### src/rtl/onehot_encoder_seq_if.sv
// Request/index handshake bundle for the sequential one-hot encoder.
// Master drives requests and consumes indices; slave is the encoder.
interface onehot_encoder_seq_if #(
  parameter int N = 4
);
  localparam int W = $clog2(N);

  logic         in_valid;
  logic         in_ready;
  logic [N-1:0] in_vec;
  logic         out_valid;
  logic         out_ready;
  logic [W-1:0] out_idx;
  logic         out_last;
  logic         zero_err;

  modport master (
    output in_valid,
    output in_vec,
    output out_ready,
    input  in_ready,
    input  out_valid,
    input  out_idx,
    input  out_last,
    input  zero_err
  );

  modport slave (
    input  in_valid,
    input  in_vec,
    input  out_ready,
    output in_ready,
    output out_valid,
    output out_idx,
    output out_last,
    output zero_err
  );
endinterface

### src/rtl/onehot_encoder_seq.sv
// Sequential encoder: emits the index of every set request bit,
// lowest first, one per handshake beat.
module onehot_encoder_seq #(
  parameter int N = 4
) (
  input logic              clk,
  input logic              rst,
  onehot_encoder_seq_if.slave bus
);
  localparam int W = $clog2(N);

  typedef enum logic {
    S_IDLE,
    S_SCAN
  } state_t;

  state_t       r_state;
  logic [N-1:0] r_pending;
  logic         r_zero_err;

  logic [W-1:0] w_idx;
  logic [N-1:0] w_next;
  logic         w_last;
  logic         w_scan;
  logic         w_idle;

  // Lowest set bit of pending; x & (x-1) drops that bit.
  always_comb begin
    w_idx = '0;
    for (int i = N - 1; i >= 0; i--) begin
      if (r_pending[i]) w_idx = W'(i);
    end
    w_next = r_pending & (r_pending - N'(1));
    w_last = (r_pending != '0) && (w_next == '0);
  end

  assign w_idle = (r_state == S_IDLE) && !rst;
  assign w_scan = (r_state == S_SCAN) && !rst;

  assign bus.in_ready  = w_idle;
  assign bus.out_valid = w_scan;
  assign bus.out_idx   = w_scan ? w_idx : '0;
  assign bus.out_last  = w_scan ? w_last : 1'b0;
  assign bus.zero_err  = r_zero_err;

  // Accept a vector in IDLE, then retire one pending bit per beat.
  always_ff @(posedge clk) begin
    if (rst) begin
      r_state    <= S_IDLE;
      r_pending  <= '0;
      r_zero_err <= 1'b0;
    end else begin
      r_zero_err <= 1'b0;
      unique case (r_state)
        S_IDLE: begin
          if (bus.in_valid) begin
            if (bus.in_vec != '0) begin
              r_pending <= bus.in_vec;
              r_state   <= S_SCAN;
            end else begin
              r_zero_err <= 1'b1;
            end
          end
        end
        S_SCAN: begin
          if (bus.out_ready) begin
            r_pending <= w_next;
            if (w_last) r_state <= S_IDLE;
          end
        end
      endcase
    end
  end
endmodule
### src/flat_wrapper.sv
// flat-port wrapper written by rule: the top's interface ports become plain ports
module onehot_encoder_seq_flat 
#(
  parameter int N = 4
)
  (clk, rst, bus_in_valid, bus_in_vec, bus_out_ready, bus_in_ready, bus_out_valid, bus_out_idx, bus_out_last, bus_zero_err);
  onehot_encoder_seq_if #(.N(N)) bus_i ();
  input logic clk;
  input logic rst;
  input wire logic [$bits(bus_i.in_valid)-1:0] bus_in_valid;
  input wire logic [$bits(bus_i.in_vec)-1:0] bus_in_vec;
  input wire logic [$bits(bus_i.out_ready)-1:0] bus_out_ready;
  output wire logic [$bits(bus_i.in_ready)-1:0] bus_in_ready;
  output wire logic [$bits(bus_i.out_valid)-1:0] bus_out_valid;
  output wire logic [$bits(bus_i.out_idx)-1:0] bus_out_idx;
  output wire logic [$bits(bus_i.out_last)-1:0] bus_out_last;
  output wire logic [$bits(bus_i.zero_err)-1:0] bus_zero_err;
  assign bus_i.in_valid = bus_in_valid;
  assign bus_i.in_vec = bus_in_vec;
  assign bus_i.out_ready = bus_out_ready;
  assign bus_in_ready = bus_i.in_ready;
  assign bus_out_valid = bus_i.out_valid;
  assign bus_out_idx = bus_i.out_idx;
  assign bus_out_last = bus_i.out_last;
  assign bus_zero_err = bus_i.zero_err;
  onehot_encoder_seq #(.N(N)) u_core (.clk(clk), .rst(rst), .bus(bus_i));
endmodule
### config.mk
export PLATFORM = sky130hd
export DESIGN_NAME = onehot_encoder_seq_flat
export DESIGN_NICKNAME = d
export VERILOG_FILES = /design/src/rtl/onehot_encoder_seq_if.sv /design/src/rtl/onehot_encoder_seq.sv /design/src/flat_wrapper.sv
export SDC_FILE = /design/constraint.sdc
export NUM_CORES = 1
export LEC_CHECK = 0
export ABC_AREA = 1
export BUFFER_PORTS_ARGS = -buffer_cell sky130_fd_sc_hd__buf_4
export CAP_MARGIN = 20
export CORE_AREA = 2 2 39 41
export CTS_CLUSTER_DIAMETER = 150
export DETAILED_ROUTE_END_ITERATION = 10
export DIE_AREA = 0 0 41 43
export SLEW_MARGIN = 20
export SYNTH_ARGS = -nofsm -noshare
export SYNTH_HDL_FRONTEND = slang
export SYNTH_SLANG_ARGS = --single-unit
export TNS_END_PERCENT = 50
### constraint.sdc
create_clock -name clk -period 1.18 [get_ports clk]
set_clock_uncertainty 0.1 [all_clocks]
set_input_delay 0.059 -clock clk [delete_from_list [all_inputs] [get_ports clk]]
set_output_delay 0.059 -clock clk [all_outputs]
set_load 0.05 [all_outputs]
==> impl_results.md, run 1 <==
* GR Util All Layers at 0.151
* Antenna Cells at 0
* Most frequent cells in the layout: nand2_1 (18), buf_4 (12), nor2_1 (9), inv_1 (8), buf_6 (7)
* Outcome: finished, violations left
* WP buf/inv at 1
* Synth Area in Adders at 0
* Dpl cell area at 591 um^2
* Yosys warnings at 0
* CP most frequent cell: nor2_2
* IR drop worst, VDD at 0.518 mV
* Core area at 0.00138 mm^2
* Mapped Cells at 68
* Vias in the first global route at 456
* Final hold slack at 18.4 ps
* Setup Buffers After CTS at 0
* Hold_sp: bus_in_vec[0]
* ANT nets after route at 0
* CTS tree: built
* Simple-Gate Fraction of Synth Area at 0.549
* Post-Syn Area at 383 um^2
* Initial Utilization at 0.277
* Clock insertion delay at the later pin of the skew report at 260 ps
* Pwr dens at 1060 mW/mm^2
* Largest stage delay, worst path at 360 ps
* Maximum clock rate at 705 MHz
* Fin worst setup slack at -239 ps
* First-pass GRT wire length at 1750 um
* Mux share of post-synthesis cell area at 0
* XOR/XNOR Fraction of Synth Area at 0
* DR WL/cell at 9.70 um
* Placer congestion estimate at 0.762
* Fin. max-slew vios at 0
* Final HPWL DP at 819 um
* Setup violators final at 3
* CP Launch Point: u_core.r_pending[0]
* Worst EP required at 1020 ps
* DRC at 0
* Layout cells sized above 1 at 0.426
* Sequential cell area at 131 um^2
* Min-Delay Path Class: input port to register
* Root buffer cell: clkbuf_4
* Largest net degree at the start of global routing at 8
* Setup CP Type: register to output pin
* IO Count at 14
* Leading post-synthesis cells by cell area: dfxtp_1 (31%), nand2_1 (21%), nor2_1 (16%)
* Die Area at 0.00176 mm^2
* Seq/Total Area, Yosys at 0.314
* Failing checks: negative setup slack
* Slowest-stage cell, CP: dfxtp_4
* Top delay family on crit path: simple AND/OR/NAND/NOR gates
* Largest family of logic cells by synthesized area: simple AND/OR/NAND/NOR gates
* Startpoint types: register
* Commonest non-fill, non-tap cell in the layout: nand2_1
* Via count at 498
* Setup crit end kind: output pin
* Fin util at 0.519
* Num Clock Sinks at 6
* Design area at 718 um^2
* Tmin final at 1420 ps
* Fin crit share at 1.20
* Initial antenna violation count at 0
* CTS Buf Count at 3
* Die W at 41 um
* FP Rows at 14
* Worst Max-Slew Pin Slew at 259 ps
* DR vias/cell at 4.53
* Height of the die at 43 um
* Final Hold Fails at 0
* P&R area growth vs syn at 87.6%
* Max_slew headroom at 0.827
* Mapped Avg Cell Area at 5.63 um^2
* RSZ-0062 raised after global routing: yes
* Static leakage at 0.352 nW
* Syn Nets at 76
* Cell accounting for the most synthesized area: dfxtp_1
* H-tree Lvls at 1
* Synth top area share at 0.314
* WP data arrival at 1260 ps
* Multi-input gate area in the final layout at 299 um^2
* Crit-path cells: nor2_4 > nor2_2 > nor2_2 > nand3_1 > nor2_2 > buf_6
* Clock buffer depth at 2
* Yosys reg bits at 6
* # fillers at 147
* DRC violation total after the first TritonRoute iteration at 0
* Max-capacitance violation count at 0
* Area fraction in compound gates after synthesis at 0.0392
* Clock transition at the registers of the reported paths at 50 ps
* Pre-antenna DRT Iters at 1
* Crit-path max FO at 4
* GR Overflow Total at 0
* Final #Nets at 103
* R2r startpoint: u_core.r_state
* Drt total wl at 1070 um
* Netlist cell types at 13
* Sum Neg Setup Slack at -606 ps
* Port-buffer cells at 13
## where the power goes
part           internal (mW)  switching (mW)  total (mW)  leakage, nW
clock                  0.130          0.0965       0.226       0.0150
sequential             0.221          0.0191       0.240       0.0514
combinational          0.126           0.172       0.298        0.286
total                  0.476           0.288       0.764        0.352
## worst reg2reg max path: stages, from the launching register on
cell	delay, ps
dfxtp_4	370
inv_6	40
buf_4	150
nand2_2	90
nand3_4	110
nor2_2	120
nor2_1	40
## what timing repair did
action                                  CTS  global route
endpoints found under the setup margin    4             7
hold buffers                              3             0
cloned                                    0             0
gates resized for setup                  13             9
endpoints found under the hold margin     2             0
pin swaps                                 3             6
## routing by layer
layer | routed length [um] | GRT usage | vias up
met3 | 52 | 0.0524 | 4
li1 | - | - | 266
met1 | 434 | 0.175 | 216
met4 | 28 | 0.100 | 0
met5 | 0 | 0 | -
met2 | 552 | 0.222 | 12
## synthesized netlist by cell type
cell type,n
inv_2,1
nor4_1,2
o21ai_0,1
nand3_1,5
nor2_1,16
nand3_2,1
nand2_1,21
or2_0,1
inv_1,9
nor3_1,1
dfxtp_1,6
a21oi_1,2
nand4_1,2
## state kept, by name (all words and copies together) (netlist names)
name and flops:
u_core.r_state 1, u_core.r_pending 4, u_core.bus.zero_err 1
## area by class of cell
cell class | count | area share
inverter | 10 | 0.0592
multi-input combinational | 52 | 0.416
timing repair buffer | 22 | 0.277
clock buffer | 4 | 0.0366
tap | 16 | 0.0279
sequential | 6 | 0.183
## kinds of logic after synthesis
logic type      Yosys count
compound gates            3
buf+inv                  10
flops                     6
simple gates             49
## path summary, 6_finish.rpt
path | endpoint | slack [ps] | cells past startpoint
hold reg to reg | u_core.r_pending[0] | 430 | 2
setup reg to reg | u_core.r_pending[3] | 60 | 6
setup / recovery | bus_out_last | -240 | 6
hold / removal | u_core.bus.zero_err | 20 | 4
## through the flow
step | power [mW] | cells | worst slack [ps]
after floorplan | 0.406 | 68 | -487
after global placement | 0.497 | 103 | -18.4
after detailed placement | 0.497 | 103 | -64.7
after CTS | 0.752 | 110 | -256
after global routing | 0.806 | 110 | -335
final | 0.764 | 110 | -239
Power figures use the tool's default switching activity.
==> run 2: changes to the inputs <==
==> constraint.sdc (replaced) <==
create_clock -name clk -period 1.4 [get_ports clk]
set_clock_uncertainty 0.1 [all_clocks]
set_input_delay 0.07 -clock clk [delete_from_list [all_inputs] [get_ports clk]]
set_output_delay 0.07 -clock clk [all_outputs]
set_load 0.05 [all_outputs]
==> impl_results.md, run 2 (synthesized netlist as in run 1, its figures left out) <==
* Antenna Cells at 0
* R2R cell count at 6
* Core area at 0.00138 mm^2
* Maximum clock rate at 687 MHz
* CTS tree: built
* Num Clock Sinks at 6
* Most frequent cells in the layout: nand2_1 (20), buf_4 (15), nor2_1 (11), inv_1 (8), nand3_1 (5)
* CP Launch Point: u_core.r_pending[0]
* Startpoint types: register
* Outcome: finished, violations left
* Clock buffer depth at 2
* First-pass GRT wire length at 1830 um
* Via count at 500
* Drt total wl at 1040 um
* Pwr dens at 911 mW/mm^2
* CTS Buf Count at 3
* Tmin final at 1460 ps
* End of the critical path: bus_out_last
* FP Rows at 14
* IR drop worst, VDD at 0.470 mV
* Worst EP required at 1230 ps
* Max_slew headroom at 0.810
* Fin util at 0.486
* Port-buffer cells at 13
* Max reg flops at 4
* P&R area growth vs syn at 75.8%
* Setup CP Type: register to output pin
* Layout cells sized above 1 at 0.376
* IO Count at 14
* WP data arrival at 1290 ps
* Initial Utilization at 0.277
* Die Area at 0.00176 mm^2
* Worst Max-Slew Pin Slew at 284 ps
* Min-Delay Path Class: input port to register
* Pre-CTS setup slack at 127 ps
* R2r setup slk at 260 ps
* Setup crit end kind: output pin
* Final #Nets at 102
* Vias in the first global route at 447
* Final HPWL DP at 806 um
* Final hold slack at 19.2 ps
* Setup violators final at 2
* Height of the die at 43 um
* DRC at 0
* GR Util All Layers at 0.156
* Largest net degree at the start of global routing at 11
* Fin worst setup slack at -56.2 ps
* Largest Register: u_core.r_pending
* Fin crit share at 1.04
* Initial antenna violation count at 0
* DRC violation total after the first TritonRoute iteration at 7
* DR vias/cell at 4.59
* Tot Pwr at 0.613 mW
* H-tree Lvls at 1
* Sum Neg Setup Slack at -57.5 ps
* GR Overflow Total at 0
* RSZ-0062 raised after global routing: yes
* Crit Reg-Reg Endpoint: u_core.r_pending[2]
* Clock transition at the registers of the reported paths at 50 ps
* R2r startpoint: u_core.r_state
* ANT nets after route at 0
* Crit-path max FO at 4
* Fin. max-slew vios at 0
* Static leakage at 0.342 nW
* Die W at 41 um
* Failing checks: negative setup slack
* Commonest non-fill, non-tap cell in the layout: nand2_1
* Clock insertion delay at the later pin of the skew report at 260 ps
* Max-capacitance violation count at 0
* Root buffer cell: clkbuf_4
* DR WL/cell at 9.56 um
* Placer congestion estimate at 0.755
* Pre-antenna DRT Iters at 5
* Final Hold Fails at 0
run 2: cell count changes in the layout (fill, tap and decap cells not counted), sizes merged:
cell  before  now
buf       19   18
run 2: where the power goes:
| part | total [mW] | switching [mW] | internal [mW] |
|---|---|---|---|
| combinational | 0.232 | 0.140 | 0.0922 |
| clock | 0.181 | 0.0720 | 0.109 |
| sequential | 0.200 | 0.0138 | 0.187 |
| total | 0.613 | 0.226 | 0.387 |
run 2: what timing repair did:
| action | in CTS | in global routing |
|---|---|---|
| hold buffers | 3 | 0 |
| resized for setup | 4 | 8 |
| endpoints found under the setup margin | 3 | 3 |
| hold endpoints to repair | 2 | 0 |
| pin swaps | 3 | 4 |
| buffers inserted | 2 | 0 |
| cloned | 0 | 0 |
run 2: how the worst min path moves through the flow:
| stage | endpoint | from | slack [ps] | cells after the start |
|---|---|---|---|---|
| 6_report | u_core.bus.zero_err | bus_in_vec[0] | 20 | 4 |
| 3_3_place_gp | u_core.r_pending[0] | rst | 200 | 2 |
| 4_1_cts | u_core.bus.zero_err | bus_in_vec[0] | 20 | 4 |
| 3_5_place_dp | u_core.r_pending[0] | rst | 200 | 2 |
| 2_1_floorplan | u_core.r_pending[0] | rst | 40 | 1 |
| 5_1_grt | u_core.r_pending[0] | bus_in_vec[0] | 40 | 3 |
run 2: final cells by class:
type                    instances  area (um^2)
clock buffers                   4         26.3
flip-flops and latches          6          129
fillers                       146          711
repair buffers                 21          176
well taps                      16         20.0
inverters                      10         45.0
multi-input cells              52          277
run 2: critical path, stage by stage, from the launching register on:
cell	delay (ps)
dfxtp_4	360
nor2_4	130
nor2_2	60
nor2_2	120
nand3_1	90
nor2_2	120
buf_6	160
run 2: through the flow:
stage                     cells  cell area (um^2)
after floorplan              68               428
final                       109               673
after global routing        109               673
after CTS                   109               652
after global placement      100               568
after detailed placement    100               568
run 2: routing by layer:
layer  track usage  wire length, um
met5             0                0
met4         0.120               35
met3        0.0314               41
met2         0.191              448
met1         0.228              517
